$ cat config.mk
export PLATFORM = sky130hd
export DESIGN_NAME = audio_spi_reg_engine_flat
export DESIGN_NICKNAME = d
export VERILOG_FILES = /design/src/rtl/audio_spi_reg_engine_if.sv /design/src/rtl/audio_spi_reg_engine.sv /design/src/flat_wrapper.sv
export SDC_FILE = /design/constraint.sdc
export NUM_CORES = 1
export LEC_CHECK = 0
export CAP_MARGIN = 5
export CORE_MARGIN = 1.5
export CORE_UTILIZATION = 64
export DETAILED_ROUTE_END_ITERATION = 10
export DONT_BUFFER_PORTS = 1
export PLACE_DENSITY = 0.8
export REMOVE_ABC_BUFFERS = 1
export SYNTH_ARGS = -nofsm -noshare
export SYNTH_HDL_FRONTEND = slang
export SYNTH_SLANG_ARGS = --single-unit
$ cat constraint.sdc
create_clock -name iCLK_50 -period 3.65 [get_ports iCLK_50]
set_input_delay 0.5475 -clock iCLK_50 [delete_from_list [all_inputs] [get_ports iCLK_50]]
set_output_delay 0.5475 -clock iCLK_50 [all_outputs]
set_load 0.05 [all_outputs]
$ cat src/rtl/audio_spi_reg_engine_if.sv
// Host command/response bus for the codec SPI register engine.
// master = system control logic, slave = audio_spi_reg_engine.
interface audio_spi_reg_engine_if #(
  parameter int ADDR_W = 7,
  parameter int DATA_W = 8
);
  logic              iCMD_VALID;
  logic              oCMD_READY;
  logic              iCMD_RW;
  logic [ADDR_W-1:0] iCMD_ADDR;
  logic [DATA_W-1:0] iCMD_WDATA;
  logic              oRSP_VALID;
  logic [DATA_W-1:0] oRSP_RDATA;

  modport master (
    output iCMD_VALID, iCMD_RW, iCMD_ADDR, iCMD_WDATA,
    input  oCMD_READY, oRSP_VALID, oRSP_RDATA
  );

  modport slave (
    input  iCMD_VALID, iCMD_RW, iCMD_ADDR, iCMD_WDATA,
    output oCMD_READY, oRSP_VALID, oRSP_RDATA
  );
endinterface

$ cat src/rtl/audio_spi_reg_engine.sv
// SPI mode-3 master that walks a codec register table from a sync ROM and serves host commands.
// Optional readback check of every table write is enabled by defining VERIFY_EN.
module audio_spi_reg_engine #(
  parameter int ADDR_W    = 7,
  parameter int DATA_W    = 8,
  parameter int NUM_WORDS = 128,
  parameter int IDX_W     = 8,
  parameter int CLK_DIV   = 62,
  parameter int GAP_TICKS = 2
) (
  input  logic                     iCLK_50,
  input  logic                     iRESET_n,
  input  logic                     iSTART,
  output logic [IDX_W-1:0]         oROM_ADDR,
  input  logic [ADDR_W+DATA_W-1:0] iROM_DATA,
  audio_spi_reg_engine_if.slave    cmd,
  output logic                     oBUSY,
  output logic                     oDONE,
  output logic                     oERR,
  output logic [IDX_W-1:0]         oERR_IDX,
  output logic                     oCS_n,
  output logic                     oSCLK,
  output logic                     oDIN,
  input  logic                     iDOUT
);
  localparam int FRAME_W = ADDR_W + 1 + DATA_W;
  localparam int ENT_W   = ADDR_W + DATA_W;
  localparam int DIV_W   = (CLK_DIV > 1) ? $clog2(CLK_DIV) : 1;
  localparam int BIT_W   = $clog2(FRAME_W);
  localparam int GAP_W   = (GAP_TICKS > 1) ? $clog2(GAP_TICKS) : 1;

  localparam logic [3:0] S_IDLE     = 4'd0;
  localparam logic [3:0] S_ROM_REQ  = 4'd1;
  localparam logic [3:0] S_ROM_WAIT = 4'd2;
  localparam logic [3:0] S_LOAD     = 4'd3;
  localparam logic [3:0] S_CS_SETUP = 4'd4;
  localparam logic [3:0] S_SHIFT_LO = 4'd5;
  localparam logic [3:0] S_SHIFT_HI = 4'd6;
  localparam logic [3:0] S_CS_HOLD  = 4'd7;
  localparam logic [3:0] S_GAP      = 4'd8;
  localparam logic [3:0] S_NEXT     = 4'd9;
  localparam logic [3:0] S_DONE     = 4'd10;

  logic [3:0]         state_q, state_d;
  logic [IDX_W-1:0]   idx_q, idx_d;
  logic               wait_q, wait_d;
  logic [ENT_W-1:0]   ent_q, ent_d;
  logic               rd_q, rd_d;
  logic               cmd_q, cmd_d;
  logic               ret_done_q, ret_done_d;
  logic [FRAME_W-1:0] sr_q, sr_d;
  logic [DATA_W-1:0]  cap_q, cap_d;
  logic [BIT_W-1:0]   bit_q, bit_d;
  logic [DIV_W-1:0]   div_q, div_d;
  logic [GAP_W-1:0]   gap_q, gap_d;
  logic               cs_n_q, cs_n_d;
  logic               sclk_q, sclk_d;
  logic               din_q, din_d;
  logic               busy_q, busy_d;
  logic               done_q, done_d;
  logic               err_q, err_d;
  logic [IDX_W-1:0]   err_idx_q, err_idx_d;
  logic               rsp_valid_q, rsp_valid_d;
  logic [DATA_W-1:0]  rsp_rdata_q, rsp_rdata_d;

  logic               tick;
  logic               idle_like;
  logic               accept;
  logic [FRAME_W-1:0] frame;

  assign tick      = busy_q && (div_q == DIV_W'(CLK_DIV - 1));
  assign idle_like = (state_q == S_IDLE) || (state_q == S_DONE);
  // A walk request in the same cycle takes priority; the command stays pending.
  assign accept    = idle_like && !iSTART && cmd.iCMD_VALID;

  // Read frames carry an all-ones data field.
  assign frame = rd_q ? {ent_q[ENT_W-1:DATA_W], 1'b1, {DATA_W{1'b1}}}
                      : {ent_q[ENT_W-1:DATA_W], 1'b0, ent_q[DATA_W-1:0]};

  // Divider restarts at frame load so CS_SETUP lasts exactly one tick.
  always_comb begin
    div_d = div_q + 1'b1;
    if (!busy_q || state_q == S_LOAD || tick) div_d = '0;
  end

  always_comb begin
    state_d     = state_q;
    idx_d       = idx_q;
    wait_d      = wait_q;
    ent_d       = ent_q;
    rd_d        = rd_q;
    cmd_d       = cmd_q;
    ret_done_d  = ret_done_q;
    sr_d        = sr_q;
    cap_d       = cap_q;
    bit_d       = bit_q;
    gap_d       = gap_q;
    cs_n_d      = cs_n_q;
    sclk_d      = sclk_q;
    din_d       = din_q;
    busy_d      = busy_q;
    done_d      = done_q;
    err_d       = err_q;
    err_idx_d   = err_idx_q;
    rsp_valid_d = 1'b0;
    rsp_rdata_d = rsp_rdata_q;

    case (state_q)
      S_IDLE, S_DONE: begin
        if (iSTART) begin
          done_d    = 1'b0;
          err_d     = 1'b0;
          err_idx_d = '0;
          idx_d     = '0;
          busy_d    = 1'b1;
          cmd_d     = 1'b0;
          rd_d      = 1'b0;
          state_d   = S_ROM_REQ;
        end else if (accept) begin
          ent_d      = {cmd.iCMD_ADDR, cmd.iCMD_WDATA};
          rd_d       = cmd.iCMD_RW;
          cmd_d      = 1'b1;
          ret_done_d = (state_q == S_DONE);
          busy_d     = 1'b1;
          state_d    = S_LOAD;
        end
      end
      S_ROM_REQ: begin
        wait_d  = 1'b0;
        state_d = S_ROM_WAIT;
      end
      S_ROM_WAIT: begin
        if (wait_q) begin
          ent_d   = iROM_DATA;
          state_d = S_LOAD;
        end else begin
          wait_d = 1'b1;
        end
      end
      S_LOAD: begin
        sr_d    = frame;
        din_d   = frame[FRAME_W-1];
        cs_n_d  = 1'b0;
        sclk_d  = 1'b1;
        bit_d   = '0;
        state_d = S_CS_SETUP;
      end
      S_CS_SETUP: begin
        if (tick) begin
          sclk_d  = 1'b0;
          state_d = S_SHIFT_LO;
        end
      end
      S_SHIFT_LO: begin
        if (tick) begin
          sclk_d  = 1'b1;
          cap_d   = {cap_q[DATA_W-2:0], iDOUT};
          state_d = S_SHIFT_HI;
        end
      end
      S_SHIFT_HI: begin
        if (tick) begin
          if (bit_q == BIT_W'(FRAME_W - 1)) begin
            state_d = S_CS_HOLD;
          end else begin
            sclk_d  = 1'b0;
            sr_d    = {sr_q[FRAME_W-2:0], 1'b0};
            din_d   = sr_q[FRAME_W-2];
            bit_d   = bit_q + 1'b1;
            state_d = S_SHIFT_LO;
          end
        end
      end
      S_CS_HOLD: begin
        if (tick) begin
          cs_n_d  = 1'b1;
          gap_d   = '0;
          state_d = S_GAP;
        end
      end
      S_GAP: begin
        if (tick) begin
          if (gap_q == GAP_W'(GAP_TICKS - 1)) begin
            if (cmd_q) begin
              busy_d  = 1'b0;
              cmd_d   = 1'b0;
              state_d = ret_done_q ? S_DONE : S_IDLE;
              if (rd_q) begin
                rsp_valid_d = 1'b1;
                rsp_rdata_d = cap_q;
              end
`ifdef VERIFY_EN
            end else if (!rd_q) begin
              rd_d    = 1'b1;
              state_d = S_LOAD;
            end else begin
              // Only the first mismatch of a walk is recorded.
              if (!err_q && cap_q != ent_q[DATA_W-1:0]) begin
                err_d     = 1'b1;
                err_idx_d = idx_q;
              end
              state_d = S_NEXT;
            end
`else
            end else begin
              state_d = S_NEXT;
            end
`endif
          end else begin
            gap_d = gap_q + 1'b1;
          end
        end
      end
      S_NEXT: begin
        if (idx_q == IDX_W'(NUM_WORDS - 1)) begin
          done_d  = 1'b1;
          busy_d  = 1'b0;
          state_d = S_DONE;
        end else begin
          idx_d   = idx_q + 1'b1;
          rd_d    = 1'b0;
          state_d = S_ROM_REQ;
        end
      end
      default: state_d = S_IDLE;
    endcase
  end

  always_ff @(posedge iCLK_50) begin
    if (!iRESET_n) begin
      state_q     <= S_IDLE;
      idx_q       <= '0;
      wait_q      <= 1'b0;
      ent_q       <= '0;
      rd_q        <= 1'b0;
      cmd_q       <= 1'b0;
      ret_done_q  <= 1'b0;
      sr_q        <= '0;
      cap_q       <= '0;
      bit_q       <= '0;
      div_q       <= '0;
      gap_q       <= '0;
      cs_n_q      <= 1'b1;
      sclk_q      <= 1'b1;
      din_q       <= 1'b0;
      busy_q      <= 1'b0;
      done_q      <= 1'b0;
      err_q       <= 1'b0;
      err_idx_q   <= '0;
      rsp_valid_q <= 1'b0;
      rsp_rdata_q <= '0;
    end else begin
      state_q     <= state_d;
      idx_q       <= idx_d;
      wait_q      <= wait_d;
      ent_q       <= ent_d;
      rd_q        <= rd_d;
      cmd_q       <= cmd_d;
      ret_done_q  <= ret_done_d;
      sr_q        <= sr_d;
      cap_q       <= cap_d;
      bit_q       <= bit_d;
      div_q       <= div_d;
      gap_q       <= gap_d;
      cs_n_q      <= cs_n_d;
      sclk_q      <= sclk_d;
      din_q       <= din_d;
      busy_q      <= busy_d;
      done_q      <= done_d;
      err_q       <= err_d;
      err_idx_q   <= err_idx_d;
      rsp_valid_q <= rsp_valid_d;
      rsp_rdata_q <= rsp_rdata_d;
    end
  end

  assign oROM_ADDR      = idx_q;
  assign oBUSY          = busy_q;
  assign oDONE          = done_q;
  assign oERR           = err_q;
  assign oERR_IDX       = err_idx_q;
  assign oCS_n          = cs_n_q;
  assign oSCLK          = sclk_q;
  assign oDIN           = din_q;
  assign cmd.oCMD_READY = iRESET_n && accept;
  assign cmd.oRSP_VALID = rsp_valid_q;
  assign cmd.oRSP_RDATA = rsp_rdata_q;
endmodule

$ cat src/flat_wrapper.sv
// flat-port wrapper written by rule: the top's interface ports become plain ports
module audio_spi_reg_engine_flat 
#(
  parameter int ADDR_W    = 7,
  parameter int DATA_W    = 8,
  parameter int NUM_WORDS = 128,
  parameter int IDX_W     = 8,
  parameter int CLK_DIV   = 62,
  parameter int GAP_TICKS = 2
)
  (iCLK_50, iRESET_n, iSTART, oROM_ADDR, iROM_DATA, oBUSY, oDONE, oERR, oERR_IDX, oCS_n, oSCLK, oDIN, iDOUT, cmd_iCMD_VALID, cmd_iCMD_RW, cmd_iCMD_ADDR, cmd_iCMD_WDATA, cmd_oCMD_READY, cmd_oRSP_VALID, cmd_oRSP_RDATA);
  audio_spi_reg_engine_if #(.ADDR_W(ADDR_W), .DATA_W(DATA_W)) cmd_i ();
  input  logic iCLK_50;
  input  logic iRESET_n;
  input  logic iSTART;
  output logic [IDX_W-1:0] oROM_ADDR;
  input  logic [ADDR_W+DATA_W-1:0] iROM_DATA;
  output logic oBUSY;
  output logic oDONE;
  output logic oERR;
  output logic [IDX_W-1:0] oERR_IDX;
  output logic oCS_n;
  output logic oSCLK;
  output logic oDIN;
  input  logic iDOUT;
  input wire logic [$bits(cmd_i.iCMD_VALID)-1:0] cmd_iCMD_VALID;
  input wire logic [$bits(cmd_i.iCMD_RW)-1:0] cmd_iCMD_RW;
  input wire logic [$bits(cmd_i.iCMD_ADDR)-1:0] cmd_iCMD_ADDR;
  input wire logic [$bits(cmd_i.iCMD_WDATA)-1:0] cmd_iCMD_WDATA;
  output wire logic [$bits(cmd_i.oCMD_READY)-1:0] cmd_oCMD_READY;
  output wire logic [$bits(cmd_i.oRSP_VALID)-1:0] cmd_oRSP_VALID;
  output wire logic [$bits(cmd_i.oRSP_RDATA)-1:0] cmd_oRSP_RDATA;
  assign cmd_i.iCMD_VALID = cmd_iCMD_VALID;
  assign cmd_i.iCMD_RW = cmd_iCMD_RW;
  assign cmd_i.iCMD_ADDR = cmd_iCMD_ADDR;
  assign cmd_i.iCMD_WDATA = cmd_iCMD_WDATA;
  assign cmd_oCMD_READY = cmd_i.oCMD_READY;
  assign cmd_oRSP_VALID = cmd_i.oRSP_VALID;
  assign cmd_oRSP_RDATA = cmd_i.oRSP_RDATA;
  audio_spi_reg_engine #(.ADDR_W(ADDR_W), .DATA_W(DATA_W), .NUM_WORDS(NUM_WORDS), .IDX_W(IDX_W), .CLK_DIV(CLK_DIV), .GAP_TICKS(GAP_TICKS)) u_core (.iCLK_50(iCLK_50), .iRESET_n(iRESET_n), .iSTART(iSTART), .oROM_ADDR(oROM_ADDR), .iROM_DATA(iROM_DATA), .cmd(cmd_i), .oBUSY(oBUSY), .oDONE(oDONE), .oERR(oERR), .oERR_IDX(oERR_IDX), .oCS_n(oCS_n), .oSCLK(oSCLK), .oDIN(oDIN), .iDOUT(iDOUT));
endmodule
==> After elaboration in Yosys (flattened, before gate mapping) <==
Cells that the tools add are included.
{ "word_totals": {"register_bits": 79, "n_memories": 0, "ramBits": 0, "latch_bits": 0, "romBits": 0} }
{ "classes": {"addsub": 4, "shifts": 0, "mux": 60, "multipliers": 0, "n_eq_ne": 28, "n_reduce_logical": 36, "n_bitwise": 2, "div": 0, "magnitude_cmp": 0} }
{ "op_table": {"columns": ["operator", "n"], "rows": [
  ["$mux 15", 5],
  ["$pmux 15 s2", 2],
  ["$mux 4", 14],
  ["$pmux 4 s10", 1],
  ["$mux 1", 23],
  ["$ne 2x1->1 const B", 10],
  ["$reduce_and 3->1", 6],
  ["$eq 4x3->1 const B", 4],
  ["$eq 4x4->1 const B", 4],
  ["$mux 8", 2],
  ["$pmux 8 s2", 1],
  ["$reduce_and 5->1", 3],
  ["$pmux 1 s2", 7],
  ["$reduce_bool 2->1", 7],
  ["$mux 9", 1],
  ["$add 8x1->8 const B", 1],
  ["$eq 4x2->1 const B", 2],
  ["$eq 8x7->1 const B", 1],
  ["$ne 2x2->1 const B", 4],
  ["$pmux 4 s2", 1],
  ["$reduce_and 4->1", 2],
  ["$reduce_and 8->1", 1],
  ["$add 6x1->6 const B", 1],
  ["$eq 6x6->1 const B", 1],
  ["17 further kinds", 26]
]} }

==> Logic depth before layout (Yosys ltp) <==
Gate-level depths: netlist (run 1).
{ "logic_depth": {"word_depth": 7, "ltp_mapped": 9, "mapped_depth_nobuf": 7} }

==> Least setup slack after synthesis (run 1) <==
No wires, ideal clock.
{ "synth_timing": {"kind": "flip-flop to flip-flop", "startpoint": "reg u_core.idx_q[0] (netlist: u_core.oROM_ADDR[0])", "endpoint": "reg u_core.idx_q[3] (netlist: u_core.oROM_ADDR[3])", "path_slack_ns": 1.572, "stages_incl_launch_ff": 8, "arrival_ns": 1.960, "cell_sequence": "dfxtp_1 ha_1 nand2_1 o311ai_1 buf_2 a21oi_1 xnor2_1 nor2_1"} }
{ "synth_via": {"elab_chain_cells": 3, "word_cells_on_any_way": 6, "classes_between": "add/sub: 1; eq/ne: 2; mux: 2; reduce/logical: 1"} }
{ "synth_rtl": {"columns": ["element", "line_no", "text"], "rows": [
  ["start: declaration", "audio_spi_reg_engine.sv:45", "logic [IDX_W-1:0] idx_q, idx_d;"],
  ["start signal: assignment", "audio_spi_reg_engine.sv:254", "idx_q <= idx_d;"],
  ["$add 8x1->8 or $eq 8x7->1 (tied branches)", "audio_spi_reg_engine.sv:220, audio_spi_reg_engine.sv:215", null],
  ["$mux 8 or $ne 2x2->1 (tied branches)", null, null],
  ["$pmux 8 s2 or $reduce_and 3->1 (tied branches)", null, null]
]} }
Several ways; a longest one is shown, not always the timed one. The select of a mux whose other input is x is not followed.
A chain may end at the register's enable or synchronous reset.

==> Final worst setup path (run 1) <==
{ "layout_timing": {"startpoint": "reg u_core.state_q[1]", "endpoint": "out cmd_oCMD_READY"} }
{ "layout_via": {"elab_chain_cells": 5, "word_cells_on_any_way": 6, "classes_between": "eq/ne: 1; reduce/logical: 5"} }
{ "layout_rtl": {"columns": ["element", "line_no", "text"], "rows": [
  ["start: declaration", "audio_spi_reg_engine.sv:44", "logic [3:0] state_q, state_d;"],
  ["start signal: assignment", "audio_spi_reg_engine.sv:253", "state_q <= state_d;"],
  ["$eq 4x4->1 or $logic_not 4->1 (tied branches)", "audio_spi_reg_engine.sv:72", "assign idle_like = (state_q == S_IDLE) || (state_q == S_DONE);"],
  ["$logic_or 1x1->1 *", "audio_spi_reg_engine.sv:72", null],
  ["$logic_and 1x1->1 * (2 in a row)", "audio_spi_reg_engine.sv:74", "assign accept = idle_like && !iSTART && cmd.iCMD_VALID;"],
  ["$logic_and 1x1->1 *", "audio_spi_reg_engine.sv:285", "assign cmd.oCMD_READY = iRESET_n && accept;"],
  ["end: declaration", "flat_wrapper.sv:30", "output wire logic [$bits(cmd_i.oCMD_READY)-1:0] cmd_oCMD_READY;"]
]} }
Every way passes the cells marked *; elsewhere a longest branch is shown, timed or not.

==> run_results.csv, run 1 <==
group,metric,value,unit
synthesis,synthFlopType,"dfxtp_1",
layout,drive_above_1_share,8.27,%
timing,worstMarginPinSlew,0.900,ns
critical_path,path_buf_inv,0,
synthesis,syn-cell-area,3730,µm²
clock_network,cts_htree_levels,3,
layout,seq_area,1580,µm²
grt,grt_pass1_wl,12400,µm
die,die_h,79.4,µm
synthesis,yosysMostFrequentCell,"dfxtp_1",
power,power_density,646,nW/µm²
power,clkPwrFrac,22.8,%
placement,dp_cells,467,
critical_path,cp-start-kind,"flop",
critical_path,crit_path_top_delay_cell,"dfxtp_1",
power,p_switching,956,µW
clock_network,clk_latency,0.35,ns
critical_path,r2r-end,"u_core.sr_q[3]$_SDFFE_PN0P_",
clock_network,numCtsBuffers,9,
clock_network,cts_setup_buffers,0,
timing,hold_slack,0.300,ns
detailed_routing,via_per_inst,5.94,
detailed_routing,routed_wl,7230,µm
timing,rsz0062_at_grt,"false",
power,p_leak,0.00130,µW
synthesis,syn_area_per_cell,8.95,µm²
timing,fmax,0.354,GHz
power,pwr-share-seq,46.9,%
clock_network,cts_resized,0,
timing,slew_violations,0,
synthesis,yosysTopAreaCellShare,42.4,%
detailed_routing,drc,0,
detailed_routing,vias,2869,
synthesis,synthArstFlopShare,0,%
synthesis,synth_area_leaders,"dfxtp_1 (42%), mux2i_1 (8.3%), nor2_1 (5.6%)",
grt,grt_use_total,24.9,%
synthesis,yosysSeqAreaShare,42.4,%
critical_path,path_cells,"xor2_1 > nor4_4 > and3_1",
detailed_routing,drt_first_pass_iters,4,
placement,gp_congestion,0.832,
grt,grt_antenna_before_repair,0,
clock_network,clk_path_buf_depth,2,
layout,insertedDiodeCount,0,
synthesis,syn_inst,417,
layout,finalNetCount,446,
power,internal_power,1550,µW
synthesis,synth-seq-cells,79,
die,start_util,67.0,%
status,outcome,"finished clean",
grt,grt_start_max_net_pins,36,
critical_path,cp_max_fo,16,
die,io_pins,68,
job,max_cap_viol_count,0,
layout,fillers,469,
placement,hpwl,4960,µm
critical_path,cp.arrival,2.27,ns
critical_path,crit_required,3.10,ns
timing,relSlewSlack,39.6,%
detailed_routing,avgRoutedWirePerCell,15.0,µm
clock_network,clock-root-buffer,"clkbuf_8",
critical_path,slowest_delay,0.74,ns
critical_path,worstSetupPathDepth,3,
detailed_routing,initialDrtViolationCount,175,
clock_network,clk_pin_slew_worst_paths,0.08,ns
timing,hold_violations,0,
timing,finalSetupViolCount,0,
critical_path,endpoint_kind,"output port",
grt,grt_pass1_vias,2766,
die,num_rows,27,
power,ir_drop,321,µV
layout,finalNonFillerCells,483,
power,total_power,2500,µW
synthesis,yosys-top-cells-count,"dfxtp_1 (79), nor2_1 (56), nand2_1 (41), mux2i_1 (31)",
timing,fin_crit,2.82,ns
timing,post-route-period-util,77.3,%
clock_network,ctsHoldBuffers,0,
placement,port_buffers,0,
power,switching_share,38.2,%
critical_path,crit_path_start,"u_core.state_q[1]$_SDFFE_PN0P_",
critical_path,endpoint,"cmd_oCMD_READY",
layout,multi_input_area,1970,µm²
power,combPwrFrac,30.3,%
critical_path,reg2reg_slack,1.06,ns
clock_network,clock-sinks,79,
clock_network,cts_tree,"built",
synthesis,synth_edf_count,0,
critical_path,r2r_cells,5,
synthesis,yosysWarnings,0,
synthesis,synth_area_leader_cell,"dfxtp_1",
die,die_area,6300,µm²
timing,setup_tns,0,ns
critical_path,cpLargestDelayFamily,"simple AND/OR/NAND/NOR gates",
critical_path,crit_type,"reg -> out",
detailed_routing,antenna_left,0,
synthesis,ys_types,59,
grt,overflow,0,
die,core,5570,µm²
layout,synthToLayoutAreaGrowth,3.82,%
critical_path,r2r-start,"u_core.state_q[0]$_SDFFE_PN0P_",
timing,fin_worst_skew,0.00788,ns
die,die_w,79.4,µm
hold_path,hp-class,"in -> reg",
[registers in the layout, indices dropped and copies added (netlist names), 4 cells and up]
name                   flops
u_core.bit_q               4
u_core.cap_q               8
u_core.cmd.oRSP_RDATA      8
u_core.div_q               6
u_core.ent_q              15
u_core.oROM_ADDR           8
u_core.sr_q               15
u_core.state_q             4
[metrics by stage]
| stage | util [%] | instance area, µm² | setup WS [ns] |
|---|---|---|---|
| floorplan | - | 3580 | 1.11 |
| global placement | 66.5 | 3700 | 1.22 |
| detailed placement | 66.5 | 3700 | 1.05 |
| CTS | 69.5 | 3880 | 0.860 |
| global route | 69.5 | 3880 | 0.746 |
| finish | 69.5 | 3880 | 0.829 |
[layout make-up]
class | count | area share (%)
multi-input cells | 304 | 50.8
flip-flops and latches | 79 | 40.8
clock buffers | 9 | 3.20
well taps | 72 | 2.32
clock inverters | 7 | 1.23
repair buffers | 5 | 0.968
inverters | 7 | 0.678
[cell families after synthesis]
group,Yosys count,share of synthesized area [%]
simple gates,158,21.6
compound gates,87,17.0
flops,79,42.4
buf+inv,42,5.70
mux,32,8.61
xor+xnor,14,3.28
fa+ha+maj,4,1.34
other cells,1,0.100
[worst register-to-register path, stage by stage, from the launching register on]
cell and delay (ns):
dfxtp_1 0.79, nand2_1 0.22, nor3_2 0.38, or2_1 0.71, o211ai_1 0.18, a21boi_0 0.23
[power by group through the flow]
stage | logic (µW) | registers, µW | clock network (µW)
global route | 856 | 1190 | 621
floorplan | 602 | 1160 | 0
finish | 759 | 1170 | 571
CTS | 759 | 1170 | 582
detailed placement | 758 | 1190 | 0
global placement | 739 | 1190 | 0
[how the worst min path moves through the flow]
stage,startpoint,to,slack (ns),depth (start not counted)
3_3_place_gp,u_core.sr_q[6]$_SDFFE_PN0P_,u_core.sr_q[6]$_SDFFE_PN0P_,0.44,2
3_5_place_dp,u_core.sr_q[6]$_SDFFE_PN0P_,u_core.sr_q[6]$_SDFFE_PN0P_,0.45,2
6_report,iRESET_n,u_core.oSCLK$_SDFFE_PN1P_,0.30,1
4_1_cts,iRESET_n,u_core.oSCLK$_SDFFE_PN1P_,0.27,1
2_1_floorplan,u_core.sr_q[6]$_SDFFE_PN0P_,u_core.sr_q[6]$_SDFFE_PN0P_,0.43,2
5_1_grt,iRESET_n,u_core.oSCLK$_SDFFE_PN1P_,0.27,1
[cells in the final DEF (no fill, tap or decap), types with 6 or more instances in the layout]
master / Yosys / layout
dfxtp_1: 79 / 79
nor2_1: 56 / 56
nand2_1: 41 / 41
mux2i_1: 31 / 31
a211oi_1: 14 / 14
a21oi_1: 14 / 14
o21ai_0: 12 / 12
nand3_1: 11 / 11
xnor2_1: 9 / 9
nor2b_1: 9 / 9
a311oi_1: 9 / 9
conb_1: 1 / 9
clkbuf_8: 0 / 9
or3_1: 8 / 8
o211ai_1: 7 / 7
inv_1: 6 / 6
a21boi_0: 6 / 6
[per-layer routing]
layer  vias to the layer above  track usage, %  routed length [µm]
met2                        77            43.2                3420
met1                      1342            29.7                3320
met5                         -               0                   0
li1                       1444               -                   -
met3                         6            6.17                 418
met4                         0            8.95                  75
Note: power is estimated with default switching activity, not from simulation.
==> run 2: changes to the inputs <==
- CORE_UTILIZATION: 64 -> 63
- PLACE_DENSITY: 0.8 -> 0.79
- clock period: 3.65 -> 2.9 ns (I/O delays scaled with it)
==> run_results.csv, run 2 (synthesis gave the netlist of run 1 again) <==
group,metric,value,unit
die,io_pins,68,
critical_path,crit_path_start,"u_core.state_q[3]$_SDFFE_PN0P_",
hold_path,hp-class,"in -> reg",
die,die_h,80.0,µm
critical_path,endpoint,"cmd_oCMD_READY",
grt,grt_antenna_before_repair,0,
power,ir_drop,500,µV
clock_network,cts_htree_levels,3,
critical_path,crit_required,2.47,ns
critical_path,cp.arrival,2.14,ns
detailed_routing,vias,2903,
power,power_density,805,nW/µm²
clock_network,numCtsBuffers,9,
placement,dp_cells,480,
layout,synthToLayoutAreaGrowth,6.64,%
placement,gp_congestion,0.857,
timing,worstMarginPinSlew,0.821,ns
placement,port_buffers,0,
timing,setup_tns,0,ns
layout,final_common_cell,"dfxtp_1",
clock_network,cts_resized,0,
timing,hold_violations,0,
detailed_routing,initialDrtViolationCount,176,
layout,final_cell_mix,"dfxtp_1 (79), nor2_1 (56), nand2_1 (41), mux2i_1 (31), buf_4 (18)",
timing,post-route-period-util,88.9,%
detailed_routing,drc,0,
timing,relSlewSlack,45.2,%
timing,fin_worst_skew,0.00641,ns
layout,insertedDiodeCount,0,
detailed_routing,routed_wl,7390,µm
timing,fin_crit,2.58,ns
grt,overflow,0,
critical_path,crit_path_top_delay_cell,"dfxtp_1",
layout,largestRegisters,"u_core.ent_q x15, u_core.sr_q x15",
critical_path,crit_type,"reg -> out",
die,core,5610,µm²
die,die_area,6400,µm²
placement,hpwl,5110,µm
detailed_routing,wl_met3,384,µm
critical_path,endpoint_kind,"output port",
critical_path,cp_max_fo,13,
die,num_rows,27,
timing,slew_violations,0,
critical_path,path_cells,"xor2_1 > nor4_4 > and3_1",
detailed_routing,drt_first_pass_iters,5,
clock_network,cts_setup_buffers,0,
grt,grt_start_max_net_pins,35,
clock_network,cts_tree,"built",
clock_network,clock-root-buffer,"clkbuf_8",
clock_network,clk_latency,0.35,ns
clock_network,clk_pin_slew_worst_paths,0.08,ns
detailed_routing,drt-met1-wl,3380,µm
layout,finalNonFillerCells,496,
grt,grt_use_total,25.0,%
die,die_w,80.0,µm
die,start_util,66.6,%
job,max_cap_viol_count,0,
critical_path,cp-start-kind,"flop",
timing,finalSetupViolCount,0,
critical_path,cpLargestDelayFamily,"simple AND/OR/NAND/NOR gates",
critical_path,r2r_cells,6,
critical_path,path_buf_inv,0,
detailed_routing,routed.top_layer,"met4",
critical_path,worstSetupPathDepth,3,
layout,final_util,71.0,%
critical_path,r2r-start,"u_core.state_q[2]$_SDFFE_PN0P_",
detailed_routing,antenna_left,0,
timing,rsz0062_at_grt,"false",
grt,grt_pass1_vias,2672,
critical_path,slowest_delay,0.65,ns
detailed_routing,via_per_inst,5.85,
critical_path,r2r-end,"u_core.sr_q[9]$_SDFFE_PN0P_",
detailed_routing,wl_met2,3490,µm
clock_network,ctsHoldBuffers,0,
layout,finalNetCount,459,
layout,fillers,445,
clock_network,clk_path_buf_depth,2,
grt,grt_pass1_wl,12500,µm
clock_network,clock-sinks,79,
critical_path,reg2reg_slack,0.58,ns
layout,drive_above_1_share,11.1,%
detailed_routing,avgRoutedWirePerCell,14.9,µm
status,outcome,"finished clean",
timing,fmax,0.388,GHz
power,p_leak,0.00137,µW
run 2: cell count changes in the layout (fill, tap and decap cells not counted), sizes merged:
cell  previous run  this run
buf              5        18
run 2: final cells by class:
cell class	count	area (µm²)	area share [%]
well taps	72	90.1	2.26
multi-input cells	304	1970	49.5
repair buffers	18	135	3.39
clock inverters	7	55.1	1.38
inverters	7	26.3	0.660
clock buffers	9	124	3.11
flip-flops and latches	79	1580	39.7
run 2: power by group:
| part | internal, µW | switching, µW |
|---|---|---|
| logic | 419 | 608 |
| registers | 1240 | 195 |
| clock network | 318 | 426 |
| total | 1980 | 1230 |
run 2: stage by stage:
| step | hold slack (ns) | area, µm² | worst slack, ns | power [µW] |
|---|---|---|---|---|
| after floorplan | 0.431 | 3580 | 0.365 | 2210 |
| after global placement | 0.438 | 3800 | 0.724 | 2440 |
| after detailed placement | 0.444 | 3800 | 0.619 | 2480 |
| after CTS | 0.161 | 3980 | 0.340 | 3210 |
| after global routing | 0.162 | 3980 | 0.155 | 3410 |
| final | 0.172 | 3980 | 0.322 | 3200 |
run 2: layer usage:
layer	GRT usage, %	vias to the layer above
li1	-	1469
met1	31.5	1336
met2	40.9	87
met3	5.14	11
met4	11.0	0
met5	0	-
run 2: worst register-to-register path, stage by stage, from the launching register on:
cell	delay, ns
dfxtp_1	0.87
nand4bb_1	0.26
nor4_2	0.32
or2_1	0.15
buf_4	0.26
nor2_1	0.08
a311oi_1	0.29
run 2: worst min-delay path by stage:
stage                                 from                          end  depth (start not counted)
2_1_floorplan  u_core.sr_q[6]$_SDFFE_PN0P_  u_core.sr_q[6]$_SDFFE_PN0P_                          2
5_1_grt                           iRESET_n    u_core.oCS_n$_SDFFE_PN1P_                          1
4_1_cts                           iRESET_n    u_core.oCS_n$_SDFFE_PN1P_                          1
3_3_place_gp   u_core.sr_q[7]$_SDFFE_PN0P_  u_core.sr_q[7]$_SDFFE_PN0P_                          2
6_report                          iRESET_n    u_core.oCS_n$_SDFFE_PN1P_                          1
3_5_place_dp   u_core.sr_q[7]$_SDFFE_PN0P_  u_core.sr_q[7]$_SDFFE_PN0P_                          2
==> run 3: changes to the inputs <==
- clock period: 2.9 -> 2.5 ns (I/O delays scaled with it)
==> run_results.csv, run 3 (synthesis gave the netlist of run 1 again) <==
group,metric,value,unit
detailed_routing,drc,0,
power,combPwrFrac,31.6,%
die,die_area,6400,µm²
critical_path,cpLargestDelayFamily,"simple AND/OR/NAND/NOR gates",
grt,overflow,0,
timing,fin_crit,2.38,ns
timing,rsz0062_at_grt,"false",
layout,final_cell_mix,"dfxtp_1 (78), nor2_1 (56), nand2_1 (41), mux2i_1 (31), buf_4 (23)",
layout,finalNetCount,465,
status,outcome,"finished clean",
critical_path,crit_type,"reg -> out",
clock_network,numCtsBuffers,9,
power,clkPwrFrac,27.6,%
critical_path,cp.arrival,2.00,ns
power,p_leak,0.00144,µW
detailed_routing,routed_wl,7730,µm
critical_path,worstSetupPathDepth,4,
grt,grt_antenna_before_repair,0,
clock_network,cts_htree_levels,3,
clock_network,clk_latency,0.34,ns
timing,fmax,0.421,GHz
critical_path,path_buf_inv,2,
power,switching_share,34.1,%
hold_path,hold_depth,1,
die,core,5610,µm²
timing,hold_violations,0,
die,die_h,80.0,µm
layout,fin_area,4090,µm²
placement,dp_cells,486,
detailed_routing,drt_first_pass_iters,4,
power,power_density,983,nW/µm²
critical_path,cp-start-kind,"flop",
detailed_routing,via_per_inst,5.98,
job,max_cap_viol_count,0,
detailed_routing,avgRoutedWirePerCell,15.5,µm
critical_path,crit_path_top_delay_cell,"dfxtp_1",
detailed_routing,initialDrtViolationCount,210,
placement,placed_cell_area,3860,µm²
timing,relSlewSlack,45.7,%
die,io_pins,68,
clock_network,clk_pin_slew_worst_paths,0.08,ns
die,start_util,66.6,%
clock_network,cts_resized,0,
die,num_rows,27,
placement,hpwl,5300,µm
grt,grt_start_max_net_pins,35,
clock_network,clock-sinks,79,
timing,post-route-period-util,95.1,%
hold_path,hp-class,"in -> reg",
layout,final_common_cell,"dfxtp_1",
power,ir_drop,717,µV
detailed_routing,antenna_left,0,
layout,largestRegisters,"u_core.ent_q x15, u_core.sr_q x15",
timing,slew_violations,0,
power,p_switching,1370,µW
critical_path,cp_common_cell,"buf_4",
critical_path,crit_required,2.12,ns
layout,insertedDiodeCount,0,
clock_network,clk_path_buf_depth,2,
critical_path,r2r_cells,5,
critical_path,cp_max_fo,16,
clock_network,cts_setup_buffers,0,
critical_path,path_cells,"buf_4 > nor4_4 > and3_1 > buf_4",
critical_path,slowest_delay,0.49,ns
placement,port_buffers,0,
clock_network,cts_tree,"built",
layout,drive_above_1_share,12.1,%
grt,grt_use_total,25.5,%
power,internal_power,2650,µW
clock_network,ctsHoldBuffers,0,
die,die_w,80.0,µm
placement,gp_congestion,0.970,
detailed_routing,vias,2991,
timing,fin_worst_skew,0.0113,ns
critical_path,endpoint_kind,"output port",
timing,finalSetupViolCount,0,
clock_network,clock-root-buffer,"clkbuf_8",
grt,grt_pass1_vias,2767,
power,pwr-share-seq,40.8,%
layout,finalNonFillerCells,500,
layout,synthToLayoutAreaGrowth,9.65,%
grt,grt_pass1_wl,12800,µm
timing,worstMarginPinSlew,0.803,ns
==> run 3: area by class of cell <==
class / instances / area [µm²]
Fill cell: 414 / 1510
Inverter: 7 / 26.3
Timing Repair Buffer: 24 / 193
Clock inverter: 4 / 95.1
Multi-Input combinational cell: 304 / 1970
Sequential cell: 79 / 1580
Clock buffer: 10 / 138
Tap cell: 72 / 90.1
==> run 3: routing by layer <==
| metal | up-vias | part of all wire [%] | routed length [µm] | global-route usage [%] |
|---|---|---|---|---|
| met2 | 97 | 47 | 3620 | 42.4 |
| met4 | 0 | 1.8 | 142 | 11.4 |
| met5 | - | 0 | 0 | 0 |
| met1 | 1394 | 46 | 3580 | 32.1 |
| met3 | 15 | 5.0 | 390 | 4.34 |
| li1 | 1485 | - | - | - |
==> run 3: worst reg2reg max path: stages (launching register included) <==
cell and delay, ns:
dfxtp_1 0.49, buf_4 0.26, or4b_1 0.75, a211oi_2 0.28, xnor2_1 0.15, nor2_1 0.07
==> run 3: worst paths after layout <==
| kind | startpoint | to | slack, ns |
|---|---|---|---|
| max | u_core.state_q[0]$_SDFFE_PN0P_ | cmd_oCMD_READY | 0.12 |
| min | iRESET_n | u_core.oCS_n$_SDFFE_PN1P_ | 0.11 |
| max reg2reg | u_core.state_q[0]$_SDFFE_PN0P_ | u_core.oROM_ADDR[7]$_SDFFE_PN0P_ | 0.39 |
| min reg2reg | u_core.sr_q[7]$_SDFFE_PN0P_ | u_core.sr_q[7]$_SDFFE_PN0P_ | 0.45 |
==> run 3: power groups by stage <==
stage | clock, µW | combinational [µW] | sequential (µW)
after floorplan | 0 | 879 | 1690
after global placement | 0 | 1240 | 1660
after detailed placement | 0 | 1260 | 1660
after CTS | 1120 | 1270 | 1630
after global routing | 1180 | 1410 | 1670
final | 1110 | 1270 | 1640
==> run 3: per-stage QoR <==
stage               util [%]  power, µW  TNS (ns)  setup slack (ns)  hold WS (ns)
global placement        68.8       2900         0             0.427         0.439
finish                  73.0       4020         0             0.124         0.114
floorplan                  -       2570    -0.501           -0.0351         0.431
global route            73.0       4260         0            0.0218         0.123
CTS                     73.0       4020         0             0.113         0.107
detailed placement      68.8       2920         0             0.339         0.447
